==> src/rtl/mem_access_unit_if.sv <==
// Data-memory bus between the memory stage and the data memory (req/gnt/rvalid).
interface mem_access_unit_if;
  logic        dmem_req;
  logic        dmem_we;
  logic [31:0] dmem_addr;
  logic [3:0]  dmem_be;
  logic [31:0] dmem_wdata;
  logic        dmem_gnt;
  logic        dmem_rvalid;
  logic [31:0] dmem_rdata;

  modport master (
    output dmem_req, dmem_we, dmem_addr, dmem_be, dmem_wdata,
    input  dmem_gnt, dmem_rvalid, dmem_rdata
  );

  modport slave (
    input  dmem_req, dmem_we, dmem_addr, dmem_be, dmem_wdata,
    output dmem_gnt, dmem_rvalid, dmem_rdata
  );
endinterface

==> src/rtl/mem_access_unit.sv <==
// Memory stage: drives the data bus, forms byte enables, extends loads, stalls upstream.
// Optional MISALIGN_TRAP_EN: misaligned H/W accesses complete with bus_err and no bus request.
module mem_access_unit #(
  parameter int TIMEOUT_CYCLES = 16,
  parameter int CNT_W          = 5
) (
  input  logic               clk,
  input  logic               rst,
  input  logic               in_valid,
  input  logic               mem_read,
  input  logic               mem_write,
  input  logic [2:0]         fn3,
  input  logic [31:0]        alu_out,
  input  logic [31:0]        rs2_data,
  mem_access_unit_if.master  dmem,
  output logic [31:0]        load_data,
  output logic               done,
  output logic               bus_err,
  output logic               stall
);

  // state | meaning
  // IDLE  | waiting for a load/store in the stage
  // REQ   | dmem_req held until dmem_gnt or timeout
  // WAIT  | read granted, waiting for dmem_rvalid or timeout
  // DONE  | one-cycle completion pulse, bus_err qualifies it
  typedef enum logic [1:0] {IDLE, REQ, WAIT, DONE} state_t;

  state_t             state_q, state_d;
  logic               we_q, we_d;
  logic               err_q, err_d;
  logic [2:0]         fn3_q, fn3_d;
  logic [31:0]        addr_q, addr_d;
  logic [3:0]         be_q, be_d;
  logic [31:0]        wdata_q, wdata_d;
  logic [31:0]        load_data_q, load_data_d;
  logic [CNT_W-1:0]   cnt_q, cnt_d;

  logic               access;
  logic               fn3_legal;
  logic               misalign;
  logic [3:0]         be_new;
  logic [31:0]        wdata_new;
  logic [31:0]        rsh_b;
  logic [31:0]        rsh_h;
  logic [31:0]        load_ext;
  logic [CNT_W-1:0]   cnt_inc;
  logic               timeout;

  assign access  = in_valid & (mem_read | mem_write);
  assign cnt_inc = cnt_q + CNT_W'(1);
  assign timeout = (cnt_inc == CNT_W'(TIMEOUT_CYCLES));

  // A simultaneous read/write request is handled as a read, so stores are mem_write & ~mem_read.
  always_comb begin
    fn3_legal = 1'b0;
    case (fn3)
      3'b000, 3'b001, 3'b010: fn3_legal = 1'b1;
      3'b100, 3'b101:         fn3_legal = mem_read;
      default:                fn3_legal = 1'b0;
    endcase
  end

`ifdef MISALIGN_TRAP_EN
  assign misalign = ((fn3[1:0] == 2'b01) & alu_out[0]) |
                    ((fn3[1:0] == 2'b10) & (alu_out[1:0] != 2'b00));
`else
  assign misalign = 1'b0;
`endif

  always_comb begin
    be_new    = 4'b1111;
    wdata_new = rs2_data;
    case (fn3[1:0])
      2'b00: begin
        be_new    = 4'b0001 << alu_out[1:0];
        wdata_new = {4{rs2_data[7:0]}};
      end
      2'b01: begin
        be_new    = 4'b0011 << {alu_out[1], 1'b0};
        wdata_new = {2{rs2_data[15:0]}};
      end
      default: begin
        be_new    = 4'b1111;
        wdata_new = rs2_data;
      end
    endcase
  end

  assign rsh_b = dmem.dmem_rdata >> {addr_q[1:0], 3'b000};
  assign rsh_h = dmem.dmem_rdata >> {addr_q[1], 4'b0000};

  always_comb begin
    load_ext = dmem.dmem_rdata;
    case (fn3_q)
      3'b000:  load_ext = {{24{rsh_b[7]}}, rsh_b[7:0]};
      3'b100:  load_ext = {24'h000000, rsh_b[7:0]};
      3'b001:  load_ext = {{16{rsh_h[15]}}, rsh_h[15:0]};
      3'b101:  load_ext = {16'h0000, rsh_h[15:0]};
      default: load_ext = dmem.dmem_rdata;
    endcase
  end

  always_comb begin
    state_d     = state_q;
    we_d        = we_q;
    err_d       = err_q;
    fn3_d       = fn3_q;
    addr_d      = addr_q;
    be_d        = be_q;
    wdata_d     = wdata_q;
    load_data_d = load_data_q;
    cnt_d       = cnt_q;
    case (state_q)
      IDLE: begin
        if (access) begin
          addr_d      = alu_out;
          fn3_d       = fn3;
          we_d        = mem_write & ~mem_read;
          be_d        = be_new;
          wdata_d     = wdata_new;
          load_data_d = '0;
          if (!fn3_legal || misalign) begin
            err_d   = 1'b1;
            state_d = DONE;
          end else begin
            err_d   = 1'b0;
            cnt_d   = '0;
            state_d = REQ;
          end
        end
      end
      REQ: begin
        cnt_d = cnt_inc;
        if (dmem.dmem_gnt) begin
          state_d = we_q ? DONE : WAIT;
        end else if (timeout) begin
          err_d   = 1'b1;
          state_d = DONE;
        end
      end
      WAIT: begin
        cnt_d = cnt_inc;
        if (dmem.dmem_rvalid) begin
          load_data_d = load_ext;
          state_d     = DONE;
        end else if (timeout) begin
          err_d       = 1'b1;
          load_data_d = '0;
          state_d     = DONE;
        end
      end
      DONE: begin
        state_d = IDLE;
      end
      default: begin
        state_d = IDLE;
      end
    endcase
  end

  always_ff @(posedge clk) begin
    if (rst) begin
      state_q     <= IDLE;
      we_q        <= 1'b0;
      err_q       <= 1'b0;
      fn3_q       <= '0;
      addr_q      <= '0;
      be_q        <= '0;
      wdata_q     <= '0;
      load_data_q <= '0;
      cnt_q       <= '0;
    end else begin
      state_q     <= state_d;
      we_q        <= we_d;
      err_q       <= err_d;
      fn3_q       <= fn3_d;
      addr_q      <= addr_d;
      be_q        <= be_d;
      wdata_q     <= wdata_d;
      load_data_q <= load_data_d;
      cnt_q       <= cnt_d;
    end
  end

  assign dmem.dmem_req   = (state_q == REQ);
  assign dmem.dmem_we    = (state_q == REQ) & we_q;
  assign dmem.dmem_addr  = {addr_q[31:2], 2'b00};
  assign dmem.dmem_be    = be_q;
  assign dmem.dmem_wdata = wdata_q;

  assign done      = (state_q == DONE);
  assign bus_err   = done & err_q;
  assign load_data = load_data_q;
  assign stall     = ((state_q == IDLE) & access) | (state_q == REQ) | (state_q == WAIT);

endmodule
==> src/flat_wrapper.sv <==
// flat-port wrapper written by rule: the top's interface ports become plain ports
module mem_access_unit_flat 
#(
  parameter int TIMEOUT_CYCLES = 16,
  parameter int CNT_W          = 5
)
  (clk, rst, in_valid, mem_read, mem_write, fn3, alu_out, rs2_data, load_data, done, bus_err, stall, dmem_dmem_req, dmem_dmem_we, dmem_dmem_addr, dmem_dmem_be, dmem_dmem_wdata, dmem_dmem_gnt, dmem_dmem_rvalid, dmem_dmem_rdata);
  mem_access_unit_if dmem_i ();
  input  logic clk;
  input  logic rst;
  input  logic in_valid;
  input  logic mem_read;
  input  logic mem_write;
  input  logic [2:0] fn3;
  input  logic [31:0] alu_out;
  input  logic [31:0] rs2_data;
  output logic [31:0] load_data;
  output logic done;
  output logic bus_err;
  output logic stall;
  output wire logic [$bits(dmem_i.dmem_req)-1:0] dmem_dmem_req;
  output wire logic [$bits(dmem_i.dmem_we)-1:0] dmem_dmem_we;
  output wire logic [$bits(dmem_i.dmem_addr)-1:0] dmem_dmem_addr;
  output wire logic [$bits(dmem_i.dmem_be)-1:0] dmem_dmem_be;
  output wire logic [$bits(dmem_i.dmem_wdata)-1:0] dmem_dmem_wdata;
  input wire logic [$bits(dmem_i.dmem_gnt)-1:0] dmem_dmem_gnt;
  input wire logic [$bits(dmem_i.dmem_rvalid)-1:0] dmem_dmem_rvalid;
  input wire logic [$bits(dmem_i.dmem_rdata)-1:0] dmem_dmem_rdata;
  assign dmem_dmem_req = dmem_i.dmem_req;
  assign dmem_dmem_we = dmem_i.dmem_we;
  assign dmem_dmem_addr = dmem_i.dmem_addr;
  assign dmem_dmem_be = dmem_i.dmem_be;
  assign dmem_dmem_wdata = dmem_i.dmem_wdata;
  assign dmem_i.dmem_gnt = dmem_dmem_gnt;
  assign dmem_i.dmem_rvalid = dmem_dmem_rvalid;
  assign dmem_i.dmem_rdata = dmem_dmem_rdata;
  mem_access_unit #(.TIMEOUT_CYCLES(TIMEOUT_CYCLES), .CNT_W(CNT_W)) u_core (.clk(clk), .rst(rst), .in_valid(in_valid), .mem_read(mem_read), .mem_write(mem_write), .fn3(fn3), .alu_out(alu_out), .rs2_data(rs2_data), .dmem(dmem_i), .load_data(load_data), .done(done), .bus_err(bus_err), .stall(stall));
endmodule
==> config.mk <==
export PLATFORM = sky130hd
export DESIGN_NAME = mem_access_unit_flat
export DESIGN_NICKNAME = d
export VERILOG_FILES = /design/src/rtl/mem_access_unit_if.sv /design/src/rtl/mem_access_unit.sv /design/src/flat_wrapper.sv
export SDC_FILE = /design/constraint.sdc
export NUM_CORES = 1
export LEC_CHECK = 0
export CAP_MARGIN = 10
export CORE_MARGIN = 2
export CORE_UTILIZATION = 40
export CTS_CLUSTER_DIAMETER = 120
export CTS_CLUSTER_SIZE = 40
export DETAILED_ROUTE_END_ITERATION = 10
export PLACE_DENSITY = 0.8
export SLEW_MARGIN = 20
export SYNTH_ARGS = -nofsm -noshare
export SYNTH_HDL_FRONTEND = slang
export SYNTH_SLANG_ARGS = --single-unit
==> constraint.sdc <==
create_clock -name clk -period 3 [get_ports clk]
set_input_delay 0.6 -clock clk [delete_from_list [all_inputs] [get_ports clk]]
set_output_delay 0.6 -clock clk [all_outputs]
set_load 0.01 [all_outputs]
# After elaboration in Yosys (flattened, before gate mapping)
# Index checks and enable logic that the tools add are counted.
# Widths: inputs -> output; s select.
# totals
reg_bits,112
latch_bits,0
ram_bits,0
rom_bits,0
inputBits,106
out_inout_bits,105
elab_cells,78
n_memories,0
# op_classes
addsub,1
mul,0
div_mod_pow,0
order_cmp,0
n_eq_ne,17
shifts,4
mux,24
bitwise_logic,9
n_reduce_logical,14
# ops
op,n
$pmux 32 s2,2
$pmux 32 s4,1
$mux 32,3
$shr 32x5->16,1
$shr 32x5->8,1
$eq 3x3->1 const B,4
$mux 2,5
$mux 5,2
$pmux 5 s2,1
$pmux 2 s4,1
$pmux 4 s2,1
$eq 3x1->1 const B,2
$logic_not 3->1,2
$mux 1,6
$reduce_and 3->1,2
$add 5x1->5 const B,1
$and 1x1->1,5
$eq 5x5->1 const B,1
$eq 2x1->1 const B,2
$eq 2x2->1 const B,2
$logic_not 2->1,2
$ne 2x1->1 const B,2
$ne 2x2->1 const B,2
$reduce_and 4->1,1
13 further kinds,17

# Longest topological paths before layout
# Gate-level depths: netlist (run 1).
# depth
depth_word,6
mapped_depth,10
depth_no_buf,7

# Worst setup path before layout (run 1)
# Ideal clock, no wire load.
# synth_timing
path_type,register -> output
startpoint,register u_core.state_q[0]
endpoint,output port stall
t_arrival_ns,1.465
required_ns,2.400
slack_ns,0.935
stages_incl_launch_ff,7
n_path_buf,2
cell_sequence,dfxtp_1 -> inv_1 -> ha_1 -> buf_2 -> o211ai_1 -> clkbuf_1 -> nand2_1
# synth_via
elab_chain_cells,4
elab_cells_between_ends,6
cone_classes,eq/ne (2); bitwise (3); reduce/logical (1)
# synth_lines
element,line,source
start: declaration,mem_access_unit.sv:29,"state_t state_q, state_d;"
start signal: assignment,mem_access_unit.sv:174,state_q <= state_d;
$logic_not 2->1,mem_access_unit.sv:195,assign stall = ((state_q == IDLE) & access) | (state_q == REQ) | (state_q == WAIT);
$and 1x1->1,mem_access_unit.sv:195,
$or 1x1->1,mem_access_unit.sv:195,
$or 1x1->1 *,mem_access_unit.sv:195,
end: declaration,flat_wrapper.sv:20,output logic stall;
# Every way passes the cells marked *; elsewhere a longest branch is shown, timed or not.

# Worst setup path after layout (run 1)
# Same ends and word-level chain as after synthesis.

==> results of run 1 <==
-- report_power, final --
part           total, uW  internal, uW  switching [uW]
clock               1160           599             564
combinational       1830           861             970
sequential          1810          1690             125
total               4810          3150            1660
-- synthesized netlist by cell type, types with 2 or more instances --
master / instances
nand2b_1: 8
a211o_1: 2
o211ai_1: 9
and2_1: 6
o32ai_1: 2
o2bb2ai_2: 10
nand2_1: 118
dfxtp_1: 112
a21boi_0: 6
inv_1: 7
buf_4: 34
nor2_1: 53
o221ai_1: 6
mux2_2: 6
clkbuf_1: 33
buf_2: 5
a311oi_1: 11
nor3_1: 6
mux2i_1: 25
nand3_1: 2
a211oi_1: 13
buf_1: 3
ha_1: 5
o22ai_1: 8
nor2b_1: 5
o21ai_0: 24
a21oi_1: 69
buf_6: 2
o2bb2ai_1: 13
or3_1: 2
-- layout make-up --
cell class,instances,area [um2],area share (%)
Sequential cell,112,2242,29.57
Inverter,8,30.03,0.3960
Multi-Input combinational cell,434,2628,34.65
Tap cell,176,220.2,2.904
Clock inverter,6,50.05,0.6600
Clock buffer,10,239.0,3.151
Timing Repair Buffer,219,2175,28.68
-- how the worst max path moves through the flow --
stage,from,endpoint,cells after the start
after floorplan,u_core.state_q[0],stall,6
after global placement,mem_read,u_core.load_data[15],6
after detailed placement,mem_read,u_core.load_data[15],6
after CTS,u_core.state_q[1],stall,5
after global routing,u_core.state_q[0],stall,6
final,u_core.state_q[0],stall,5
-- worst max-delay path: stages (launching register included) --
cell and delay (ns):
dfxtp_1 0.43, inv_1 0.11, ha_1 0.26, nor2_1 0.22, nand2_1 0.09, clkdlybuf4s50_1 0.48
-- registers in the layout, summed over array words and instances (netlist names) --
| signal | count |
|---|---|
| u_core.fn3_q | 3 |
| u_core.dmem.dmem_wdata | 32 |
| u_core.dmem.dmem_be | 4 |
| u_core.state_q | 2 |
| u_core.load_data | 32 |
| u_core.cnt_q | 5 |
| u_core.we_q | 1 |
| u_core.err_q | 1 |
| u_core.addr_q | 32 |
-- per-layer routing --
layer	share of wire (%)	track usage, %	vias to the layer above
li1	-	-	2494
met1	42	25.90	2289
met2	49	34.81	152
met3	7.5	7.184	20
met4	1.6	6.101	0
met5	0	0	-
-- metrics by stage --
stage | hold slack, ns | power, uW | cells
after floorplan | 0.4367 | 2956 | 631
after CTS | 0.4563 | 4858 | 965
after global routing | 0.4743 | 5101 | 965
after global placement | 0.4401 | 3646 | 949
final | 0.4522 | 4808 | 965
after detailed placement | 0.4464 | 3675 | 949
-- placed cells by master (no fill, tap or decap), drive strengths merged, types with 7 or more instances in the layout --
cell type,netlist,routed
o2bb2ai,23,23
a211oi,13,13
a21oi,70,70
nand2,118,118
o211ai,9,9
clkdlybuf4s50,0,207
o21ai,25,25
mux2i,25,25
nor3,7,7
nor2,54,54
o22ai,8,8
dfxtp,112,112
a311oi,11,11
buf,44,12
inv,7,10
clkbuf,33,10
nand2b,8,8
-- cell families after synthesis --
group / Yosys count
AOI/OAI and AO/OA: 186
adders and majority gates: 5
buffers and inverters: 85
DFF: 112
muxes: 31
other: 1
and+or+nand+nor: 210
==> results_dict.tcl, run 1 <==
set metrics [dict create \
    cts-buffers-inserted 9 \
    drv_cap 0 \
    syn_area_um2 5316 \
    io_pins 211 \
    final_nets 895 \
    wl_per_cell_um 15.44 \
    io_buffers 208 \
    cts-root-buf "clkbuf_16" \
    setup_violations 0 \
    synth-simple-area-share_pct 16.85 \
    fp.dieW_um 119.3 \
    grt_max_degree 57 \
    async_flop_share_pct 0 \
    synth-compound-area-share_pct 24.95 \
    synth_edf_count 0 \
    reg2regPathDepth 4 \
    fillers 1161 \
    synth.top_cells.by_area "dfxtp_1 42%, nand2_1 8.3%, a21oi_1 6.5%" \
    synth_top_area_share_pct 42.17 \
    antenna_left 0 \
    fin_util_pct 57.96 \
    finalCritPeriodShare_pct 84.77 \
    clock_latency_ns 0.35 \
    yosysTopAreaCell "dfxtp_1" \
    maxSlewHeadroom_pct 38.65 \
    startpoint_type "register" \
    whs_path_depth 2 \
    crit_type "reg2out" \
    cp-end-kind "primary output" \
    place.gp.congestion 0.8258 \
    ys_seq_area_share_pct 42.17 \
    grt.overflow.total 0 \
    num_antenna_cells 0 \
    layout-drive-gt1-share_pct 6.844 \
    num_rows 42 \
    min_to "u_core.addr_q[10]" \
    synth.distinct_cells 55 \
    synth-main-ff-cell "dfxtp_1" \
    hp-class "reg2reg" \
    htree_levels 3 \
    final-hold-violation-count 0 \
    critPathMaxFanout 5 \
    cts-hold-fix-buffers 0 \
    core_um2 13090 \
    post-place-ws_ns 0.1758 \
    grt_usage_pct 21.03 \
    area_growth_pct 42.65 \
    critPathRequiredTime_ns 2.40 \
    synthCells 630 \
    numClockSinks 112 \
    clockBufferDepth 2 \
    post_cts_buffers 0 \
    peakVddDrop_mv 0.4098 \
    synth_warnings 0 \
    synth_top_family_by_area "compound AO/OA/AOI/OAI gates" \
    clk_pin_slew_ns 0.07 \
    rr_startpoint "u_core.fn3_q[1]" \
    tightest_slew_ns 0.9181 \
    leakage_uw 0.002676 \
    fp.dieH_um 119.3 \
    initial_core_util_pct 40.63 \
    timing.fmax_mhz 393.2 \
    setup_ws_ns 0.4569 \
    muxShareOfSynthArea_pct 5.978 \
    maxSlewViolCount 0 \
    skew_ns 0.009678 \
    synthXorXnorAreaFrac_pct 0 \
    grt_pass1_vias 4836 \
    grt_setup_unrepaired "false" \
    cts_tree "yes" \
    timing.reg2reg.setup_slack_ns 0.64 \
    dr_total_vias 4955 \
    r2r-end "u_core.load_data[31]" \
    design_area_um2 7584 \
    synth_seq_cells 112 \
    die-area_um2 14230 \
    fin_crit_ns 2.543 \
    viasPerCell 5.135 \
    routed_wirelength_mm 14.90 \
    status "completed" \
    drc 0 \
    synth-adder-area-share_pct 1.177 \
    worst_ep_arrival_time_ns 1.94 \
    ctsResizeCount 0 \
    drtIter0Drc 335 \
    holdCritStartpoint "u_core.addr_q[10]" \
    grt_pass1_wl_mm 24.28 \
    drt_pass1_iterations 5 \
    dpl.hpwl_mm 10.75 \
    antenna_found_initial 0 \
    p_per_area_nw_per_um2 634.0 \
    avgSynthCellArea_um2 8.439 \
    placed_cell_area_um2 7289 \
    final.setup.tns_ns 0 \
]
Note: power is estimated with default switching activity, not from simulation.
==> run 2, diff against run 1 <==
- PLACE_DENSITY: 0.8 -> 0.83
- clock period: 3 -> 2.3 ns (I/O delays scaled with it)
==> results_dict.tcl, run 2 (synthesis gave the netlist of run 1 again) <==
set metrics [dict create \
    status "completed" \
    maxSlewHeadroom_pct 54.73 \
    initial_core_util_pct 40.63 \
    startpoint_type "register" \
    clock_latency_ns 0.35 \
    layout_common_cells "205 x clkdlybuf4s50_1, 118 x nand2_1, 111 x dfxtp_1" \
    drc 0 \
    p_switching_uw 2209 \
    drtIter0Drc 336 \
    dpl.hpwl_mm 11.27 \
    pwr-share-clk_pct 25.2 \
    crit_type "reg2out" \
    antenna_found_initial 0 \
    drt_pass1_iterations 5 \
    grt.overflow.total 0 \
    cts-root-buf "clkbuf_16" \
    antenna_left 0 \
    final-hold-violation-count 0 \
    drv_cap 0 \
    maxSlewViolCount 0 \
    dr_total_vias 5109 \
    io_buffers 208 \
    cp-end-kind "primary output" \
    routed_wirelength_mm 15.56 \
    clockBufferDepth 2 \
    whs_path_depth 2 \
    final_common_cell "clkdlybuf4s50_1" \
    p_per_area_nw_per_um2 839.2 \
    holdCritStartpoint "u_core.addr_q[10]" \
    skew_ns 0.005105 \
    ff_latch_area_um2 2243 \
    finalNonFillerCells 982 \
    grt_setup_unrepaired "false" \
    critPathRequiredTime_ns 1.84 \
    fin_crit_ns 2.155 \
    p_int_uw 4320 \
    netSwitchingFraction_pct 33.83 \
    grt_usage_pct 21.90 \
    htree_levels 3 \
    grt_pass1_vias 4975 \
    grt_max_degree 54 \
    dp_cells 966 \
    num_antenna_cells 0 \
    final.setup.tns_ns 0 \
    wl_per_cell_um 15.84 \
    setup_violations 0 \
    viasPerCell 5.203 \
    die-area_um2 14230 \
    tightest_slew_ns 0.6775 \
    numClockSinks 112 \
    timing.reg2reg.setup_slack_ns 0.35 \
    layout-drive-gt1-share_pct 9.305 \
    min_to "u_core.addr_q[10]" \
    fp.dieH_um 119.3 \
    place.gp.congestion 0.8380 \
    cts-buffers-inserted 9 \
    critPathMaxFanout 4 \
    rr_startpoint "u_core.state_q[0]" \
    clk_pin_slew_ns 0.07 \
    post_cts_buffers 0 \
    seqPwrFrac_pct 36.0 \
    r2r-end "u_core.load_data[15]" \
    power_frac_comb_pct 38.7 \
    hp-class "reg2reg" \
    timing.fmax_mhz 464.0 \
    finalCritPeriodShare_pct 93.70 \
    leakage_uw 0.002806 \
    final_nets 912 \
    peakVddDrop_mv 0.5250 \
    fillers 1129 \
    cts_tree "yes" \
    worst_ep_arrival_time_ns 1.70 \
    fp.dieW_um 119.3 \
    grt_pass1_wl_mm 25.09 \
    core_um2 13090 \
    reg2regPathDepth 7 \
    area_growth_pct 46.34 \
    io_pins 211 \
    multi_input_area_um2 2635 \
    num_rows 42 \
]
==> run 2: stage by stage <==
step / util (%) / worst slack, ns / hold slack, ns / area [um2] / total power, uW
floorplan: - / 0.3476 / 0.4367 / 5320 / 3856
global placement: 56.88 / -0.2619 / 0.4407 / 7442 / 4856
detailed placement: 56.88 / -0.2789 / 0.4459 / 7442 / 4892
CTS: 59.37 / 0.006888 / 0.4554 / 7769 / 6575
global route: 59.46 / 0.03176 / 0.4613 / 7780 / 6911
finish: 59.46 / 0.1449 / 0.4535 / 7780 / 6529
==> run 2: worst max-delay path, cell delays in order (launching register included) <==
cell and delay (ns):
dfxtp_1 0.33, buf_4 0.13, ha_1 0.21, and2_1 0.14, clkdlybuf4s50_1 0.54
==> run 2: power by group through the flow <==
stage	Sequential [uW]	Clock [uW]	Combinational, uW
after global routing	2390	1780	2750
after global placement	2380	0	2470
after detailed placement	2390	0	2500
after CTS	2350	1690	2530
final	2350	1650	2530
after floorplan	2450	0	1410
==> run 2: area by class of cell <==
type	instances	share of cell area, %
Tap cell	176	2.830
Clock inverter	6	0.9810
Multi-Input combinational cell	434	33.87
Sequential cell	112	28.84
Clock buffer	10	3.072
Timing Repair Buffer	236	30.03
Inverter	8	0.3860
==> run 2: how the worst max path moves through the flow <==
stage                      start  slack, ns  depth (start not counted)                    to
2_1_floorplan  u_core.state_q[0]       0.35                         10  u_core.load_data[16]
3_3_place_gp            in_valid      -0.26                          6  u_core.load_data[15]
3_5_place_dp            in_valid      -0.28                          6  u_core.load_data[15]
4_1_cts        u_core.state_q[0]      0.007                          4          dmem_dmem_we
5_1_grt        u_core.state_q[0]       0.03                          4               bus_err
6_report       u_core.state_q[0]       0.14                          4               bus_err
==> run 2: routing by layer <==
layer	part of all wire [%]	vias up	GRT usage, %
met3	6.6	16	5.699
li1	-	2527	-
met2	49	177	37.86
met4	1.6	0	6.622
met5	0	-	0
met1	42	2389	26.65
==> run 2: timing repair <==
item / in CTS / in global routing
setup endpoints to repair: 4 / 2
hold buffers: 0 / 0
resized for setup: 4 / 4
